File: src/rtl/reg_file_pkg.sv
// Shared constants and helpers for the parametrised register file.
// Defining REG_FILE_R0_ZERO_EN hard-wires entry 0 to zero.
package reg_file_pkg;

  localparam int DEF_WIDTH = 16;
  localparam int DEF_DEPTH = 8;

  // Same-address write collision: port 0 (ALU writeback) wins when set.
  localparam bit WR_PRIO_PORT0 = 1'b1;

`ifdef REG_FILE_R0_ZERO_EN
  localparam bit R0_ZERO = 1'b1;
`else
  localparam bit R0_ZERO = 1'b0;
`endif

  function automatic int addr_width(input int depth);
    return (depth > 2) ? $clog2(depth) : 1;
  endfunction

endpackage

File: src/rtl/reg_read_port.sv
// DEPTH:1 combinational read mux with two-port write bypass and busy masking.
// Honours REG_FILE_R0_ZERO_EN through reg_file_pkg::R0_ZERO.
module reg_read_port
  import reg_file_pkg::*;
#(
  parameter  int WIDTH = DEF_WIDTH,
  parameter  int DEPTH = DEF_DEPTH,
  localparam int AW    = addr_width(DEPTH)
) (
  input  logic [DEPTH-1:0][WIDTH-1:0] entries,
  input  logic [DEPTH-1:0]            busy,
  input  logic [AW-1:0]               rd_addr,
  input  logic                        wr0_en,
  input  logic [AW-1:0]               wr0_addr,
  input  logic [WIDTH-1:0]            wr0_data,
  input  logic                        wr1_en,
  input  logic [AW-1:0]               wr1_addr,
  input  logic [WIDTH-1:0]            wr1_data,
  output logic [WIDTH-1:0]            rd_data,
  output logic                        rd_busy
);

  logic rd_live;
  logic hit0;
  logic hit1;

  // NOTE: every output of a combinational block gets a default first, so no path leaves a latch.
  always_comb begin
    rd_live = (int'(rd_addr) < DEPTH) && !(R0_ZERO && (rd_addr == '0));
    hit0    = rd_live && wr0_en && (wr0_addr == rd_addr);
    hit1    = rd_live && wr1_en && (wr1_addr == rd_addr);
    rd_data = '0;
    if (!rd_live)                            rd_data = '0;
    else if (hit0 && (WR_PRIO_PORT0 || !hit1)) rd_data = wr0_data;
    else if (hit1)                           rd_data = wr1_data;
    else if (hit0)                           rd_data = wr0_data;
    else                                     rd_data = entries[rd_addr];
    // A same-cycle reservation stays invisible until the next cycle.
    rd_busy = rd_live && busy[rd_addr] && !hit0 && !hit1;
  end

endmodule

File: src/rtl/reg_file_param.sv
// Parametrised 2R/2W register file with write-to-read bypass and a busy scoreboard.
// Defining REG_FILE_R0_ZERO_EN makes entry 0 a hard-wired zero.
module reg_file_param
  import reg_file_pkg::*;
#(
  parameter  int WIDTH = DEF_WIDTH,
  parameter  int DEPTH = DEF_DEPTH,
  localparam int AW    = addr_width(DEPTH)
) (
  input  logic             clk,
  input  logic             rst_n,
  input  logic [AW-1:0]    rd0_addr,
  output logic [WIDTH-1:0] rd0_data,
  output logic             rd0_busy,
  input  logic [AW-1:0]    rd1_addr,
  output logic [WIDTH-1:0] rd1_data,
  output logic             rd1_busy,
  input  logic             wr0_en,
  input  logic [AW-1:0]    wr0_addr,
  input  logic [WIDTH-1:0] wr0_data,
  input  logic             wr1_en,
  input  logic [AW-1:0]    wr1_addr,
  input  logic [WIDTH-1:0] wr1_data,
  input  logic             rsv_en,
  input  logic [AW-1:0]    rsv_addr,
  output logic [AW:0]      busy_cnt
);

  logic [DEPTH-1:0][WIDTH-1:0] mem_q,  mem_d;
  logic [DEPTH-1:0]            busy_q, busy_d;
  logic [AW:0]                 busy_cnt_q, busy_cnt_d;

  always_comb begin
    logic live, w0, w1, rv;
    int   n_rise, n_fall;
    mem_d  = mem_q;
    busy_d = busy_q;
    n_rise = 0;
    n_fall = 0;
    for (int i = 0; i < DEPTH; i++) begin
      // Out-of-range addresses never equal any i, so they decode to nothing.
      live = !(R0_ZERO && (i == 0));
      w0   = live && wr0_en && (wr0_addr == AW'(i));
      w1   = live && wr1_en && (wr1_addr == AW'(i));
      rv   = live && rsv_en && (rsv_addr == AW'(i));
      if (w0 && w1) mem_d[i] = WR_PRIO_PORT0 ? wr0_data : wr1_data;
      else if (w0)  mem_d[i] = wr0_data;
      else if (w1)  mem_d[i] = wr1_data;
      // A new reservation outranks a same-cycle writeback to that entry.
      if (rv)            busy_d[i] = 1'b1;
      else if (w0 || w1) busy_d[i] = 1'b0;
      if (busy_d[i] && !busy_q[i]) n_rise = n_rise + 1;
      if (!busy_d[i] && busy_q[i]) n_fall = n_fall + 1;
    end
    busy_cnt_d = busy_cnt_q + (AW+1)'(n_rise) - (AW+1)'(n_fall);
  end

  // NOTE: the storage array is reset too, because entries must read 0 after reset.
  always_ff @(posedge clk or negedge rst_n) begin
    if (!rst_n) begin
      mem_q      <= '0;
      busy_q     <= '0;
      busy_cnt_q <= '0;
    end else begin
      // NOTE: non-blocking assignments keep every flop sampling pre-edge values.
      mem_q      <= mem_d;
      busy_q     <= busy_d;
      busy_cnt_q <= busy_cnt_d;
    end
  end

  assign busy_cnt = busy_cnt_q;

  reg_read_port #(.WIDTH(WIDTH), .DEPTH(DEPTH)) u_rd0 (
    .entries (mem_q),
    .busy    (busy_q),
    .rd_addr (rd0_addr),
    .wr0_en  (wr0_en),
    .wr0_addr(wr0_addr),
    .wr0_data(wr0_data),
    .wr1_en  (wr1_en),
    .wr1_addr(wr1_addr),
    .wr1_data(wr1_data),
    .rd_data (rd0_data),
    .rd_busy (rd0_busy)
  );

  reg_read_port #(.WIDTH(WIDTH), .DEPTH(DEPTH)) u_rd1 (
    .entries (mem_q),
    .busy    (busy_q),
    .rd_addr (rd1_addr),
    .wr0_en  (wr0_en),
    .wr0_addr(wr0_addr),
    .wr0_data(wr0_data),
    .wr1_en  (wr1_en),
    .wr1_addr(wr1_addr),
    .wr1_data(wr1_data),
    .rd_data (rd1_data),
    .rd_busy (rd1_busy)
  );

endmodule

File: config.mk
export PLATFORM = sky130hd
export DESIGN_NAME = reg_file_param
export DESIGN_NICKNAME = d
export VERILOG_FILES = /design/src/rtl/reg_file_pkg.sv /design/src/rtl/reg_read_port.sv /design/src/rtl/reg_file_param.sv
export SDC_FILE = /design/constraint.sdc
export NUM_CORES = 1
export LEC_CHECK = 0
export CAP_MARGIN = 20
export CORE_UTILIZATION = 49
export CTS_BUF_LIST = sky130_fd_sc_hd__clkbuf_16
export CTS_CLUSTER_SIZE = 30
export DETAILED_ROUTE_END_ITERATION = 8
export PLACE_DENSITY = 0.72
export RECOVER_POWER = 100
export REMOVE_ABC_BUFFERS = 1
export SLEW_MARGIN = 20
export SYNTH_ARGS = -nofsm -noshare
export SYNTH_HDL_FRONTEND = slang
export SYNTH_SLANG_ARGS = --single-unit
File: constraint.sdc
create_clock -name clk -period 6.05 [get_ports clk]
set_input_delay 1.21 -clock clk [delete_from_list [all_inputs] [get_ports clk]]
set_output_delay 1.21 -clock clk [all_outputs]
set_load 0.05 [all_outputs]
==> results.txt <==
status -> finished, violations left
failing checks -> max-capacitance violations, max-slew violations, negative setup slack
Clk Latency, worst-skew pair -> 0.44 ns
vias in the first global route -> 9,836
drt pass-1 iters -> 5
Arrival @ worst endpoint -> 6.80 ns
Tot GR Track Use -> 32.9%
Crit Path Max Fanout -> 3
Tcrit/Tclk final -> 107%
filler cell count in the final layout -> 1,561
async set or reset register ratio after synthesis -> 100%
DP Area -> 0.0124 sq mm
Post-CTS Hold Buffers -> 0
Seq/Total Area, Yosys -> 33.3%
CP Class -> input port to flip-flop
Final Power -> 4.63 mW
commonest cells after routing, fill and taps aside -> nand2_1 (222), dfrtp_1 (140), buf_4 (137)
# IOs -> 90
vias -> 10,043
PnR worst setup slack -> -0.433 ns
Syn Area/Cell -> 9.25 sq um
Tmin final -> 6.48 ns
CTS Buf Count -> 17
DRT Wirelength -> 35.7 mm
Post-Syn Area -> 0.0105 sq mm
Detailed Place HPWL -> 20.4 mm
Cell variety after synth -> 59
Yosys reg bits -> 140
max-slew violation count -> 110
Post-synth EDFFs -> 0
routed len/inst -> 22.9 um
initial antenna violation count -> 0
Worst path slowest cell -> fa_1
DR vias/cell -> 6.44
DRT iter0 DRCs -> 1,194
die footprint -> 0.0221 sq mm
CTS tree -> built
Syn. warnings -> 0
Core Rows -> 53
first-pass GRT wire length -> 54.2 mm
Critical Path Sink Type -> flip-flop
Slowest Stage Delay on Critical Path -> 0.56 ns
critical path launch point type -> input port
cells after synthesis -> 1,139
clock root buffer -> clkbuf_16
final setup TNS -> -0.712 ns
Slew Limit Headroom -> -93.0%
WP data required -> 6.37 ns
port bufs -> 89
Synth Flop Type -> dfrtp_1
Die Width -> 149 um
Initial Util -> 50.1%
Synth-to-Final Area Change -> 30.1%
Worst path most repeated cell -> ha_4
antenna viol nets, final -> 0
endpoints failing hold -> 0
power per cell area -> 338 mW/mm^2
Reg clk slew, reported paths -> 0.07 ns
Static Leakage -> 6.03 nW
clock sink count -> 140
layout cell share with drive strength beyond 1 -> 27.7%
largest net degree at the start of global routing -> 110
RSZ-0062 raised after global routing -> yes
H-tree depth -> 4
IR drop worst, VDD -> 0.339 mV
critical path buffer and inverter count -> 5
core area -> 0.0210 sq mm
placer congestion estimate -> 0.890
Final Skew -> 0.0104 ns
nets -> 1,343
DIE HEIGHT -> 149 um
final setup vio count -> 2
commonest non-fill, non-tap cell in the layout -> nand2_1
Max Root-Sink Buffers -> 2
# Max-Cap Violations -> 1
Worst-Margin Slew -> 2.89 ns
GRT Residual Overflow -> 0
CP top delay family -> adder cells
achievable frequency -> 0.154 GHz
hold crit path type -> flip-flop to flip-flop
number of remaining DRC errors -> 0
cell area after layout -> 0.0137 sq mm
flip-flops by register name, indices dropped and copies added (netlist names):
register  count
mem_q       128
busy_cnt      4
busy_q        8
final cells by class:
type                            count  area (sq um)  share of cell area [%]
Multi-Input combinational cell    849          6850                    49.9
Tap cell                          275           344                    2.51
Clock buffer                       17           425                    3.10
Antenna cell                        1          2.50                  0.0183
Clock inverter                     15           205                    1.50
Timing Repair Buffer              232          2270                    16.6
Sequential cell                   140          3500                    25.6
Inverter                           30           113                   0.821
report_power, final:
| group | internal, mW | total, mW | switching [mW] | leakage [nW] |
|---|---|---|---|---|
| Sequential | 1.15 | 1.33 | 0.177 | 1.66 |
| Clock | 0.724 | 1.14 | 0.421 | 0.314 |
| Combinational | 1.09 | 2.16 | 1.07 | 4.06 |
| Total | 2.97 | 4.63 | 1.66 | 6.03 |
synth_stat cells (22+ instances only):
library cell / instances / area share (%)
buf_1: 23 / 0.82
a31oi_1: 49 / 2.9
nand2_1: 225 / 8.0
a21oi_1: 35 / 1.7
inv_1: 30 / 1.1
mux4_2: 68 / 15
mux2i_1: 121 / 11
o21ai_0: 116 / 5.5
clkbuf_1: 83 / 3.0
xnor2_1: 22 / 1.8
dfrtp_1: 140 / 33
nor2_1: 91 / 3.2
what timing repair did:
item	4_1_cts	5_1_grt
setup buffers	51	11
gates resized for setup	76	37
hold endpoints to repair	0	0
pin swaps	23	25
setup endpoints to repair	3	4
routing by layer:
layer  vias to the layer above  part of all wire [%]  routed length [um]  GRT usage [%]
met5                         -                     0                   0              0
met4                         0                   5.3                1910           18.8
met3                       169                    11                4080           7.88
met2                       658                    47               16600           52.1
met1                      4916                    37               13100           41.3
li1                       4300                     -                   -              -
worst paths after layout:
path,end,depth (start not counted),from,slack [ns]
max,busy_cnt[3],33,wr1_addr[2],-0.43
min,busy_cnt[0],1,busy_cnt[0],0.52
max reg2reg,busy_cnt[3],24,busy_q[0],0.24
min reg2reg,busy_cnt[0],1,busy_cnt[0],0.52
max in group asynchronous,mem_q[60],2,rst_n,2.64
min in group asynchronous,mem_q[72],1,rst_n,1.66
per-stage QoR:
stage	setup WS, ns	hold WS (ns)	cells	utilization [%]
floorplan	-2.71	0.519	1019	-
global placement	-1.28	0.503	1473	58.8
detailed placement	-1.42	0.510	1473	58.8
CTS	-0.271	0.529	1556	64.6
global route	-0.619	0.553	1558	65.2
finish	-0.433	0.520	1559	65.2
cell families after synthesis:
family                     count (synthesis)  synth area share (%)
AOI/OAI and AO/OA                        227                  12.8
xor gates and xnor gates                  37                  3.66
adders and majority gates                 21                  2.71
buffers and inverters                    150                  5.73
DFF                                      140                  33.3
muxes                                    193                  26.5
and+or+nand+nor                          371                  15.3
(Power assumes the default switching activity.)
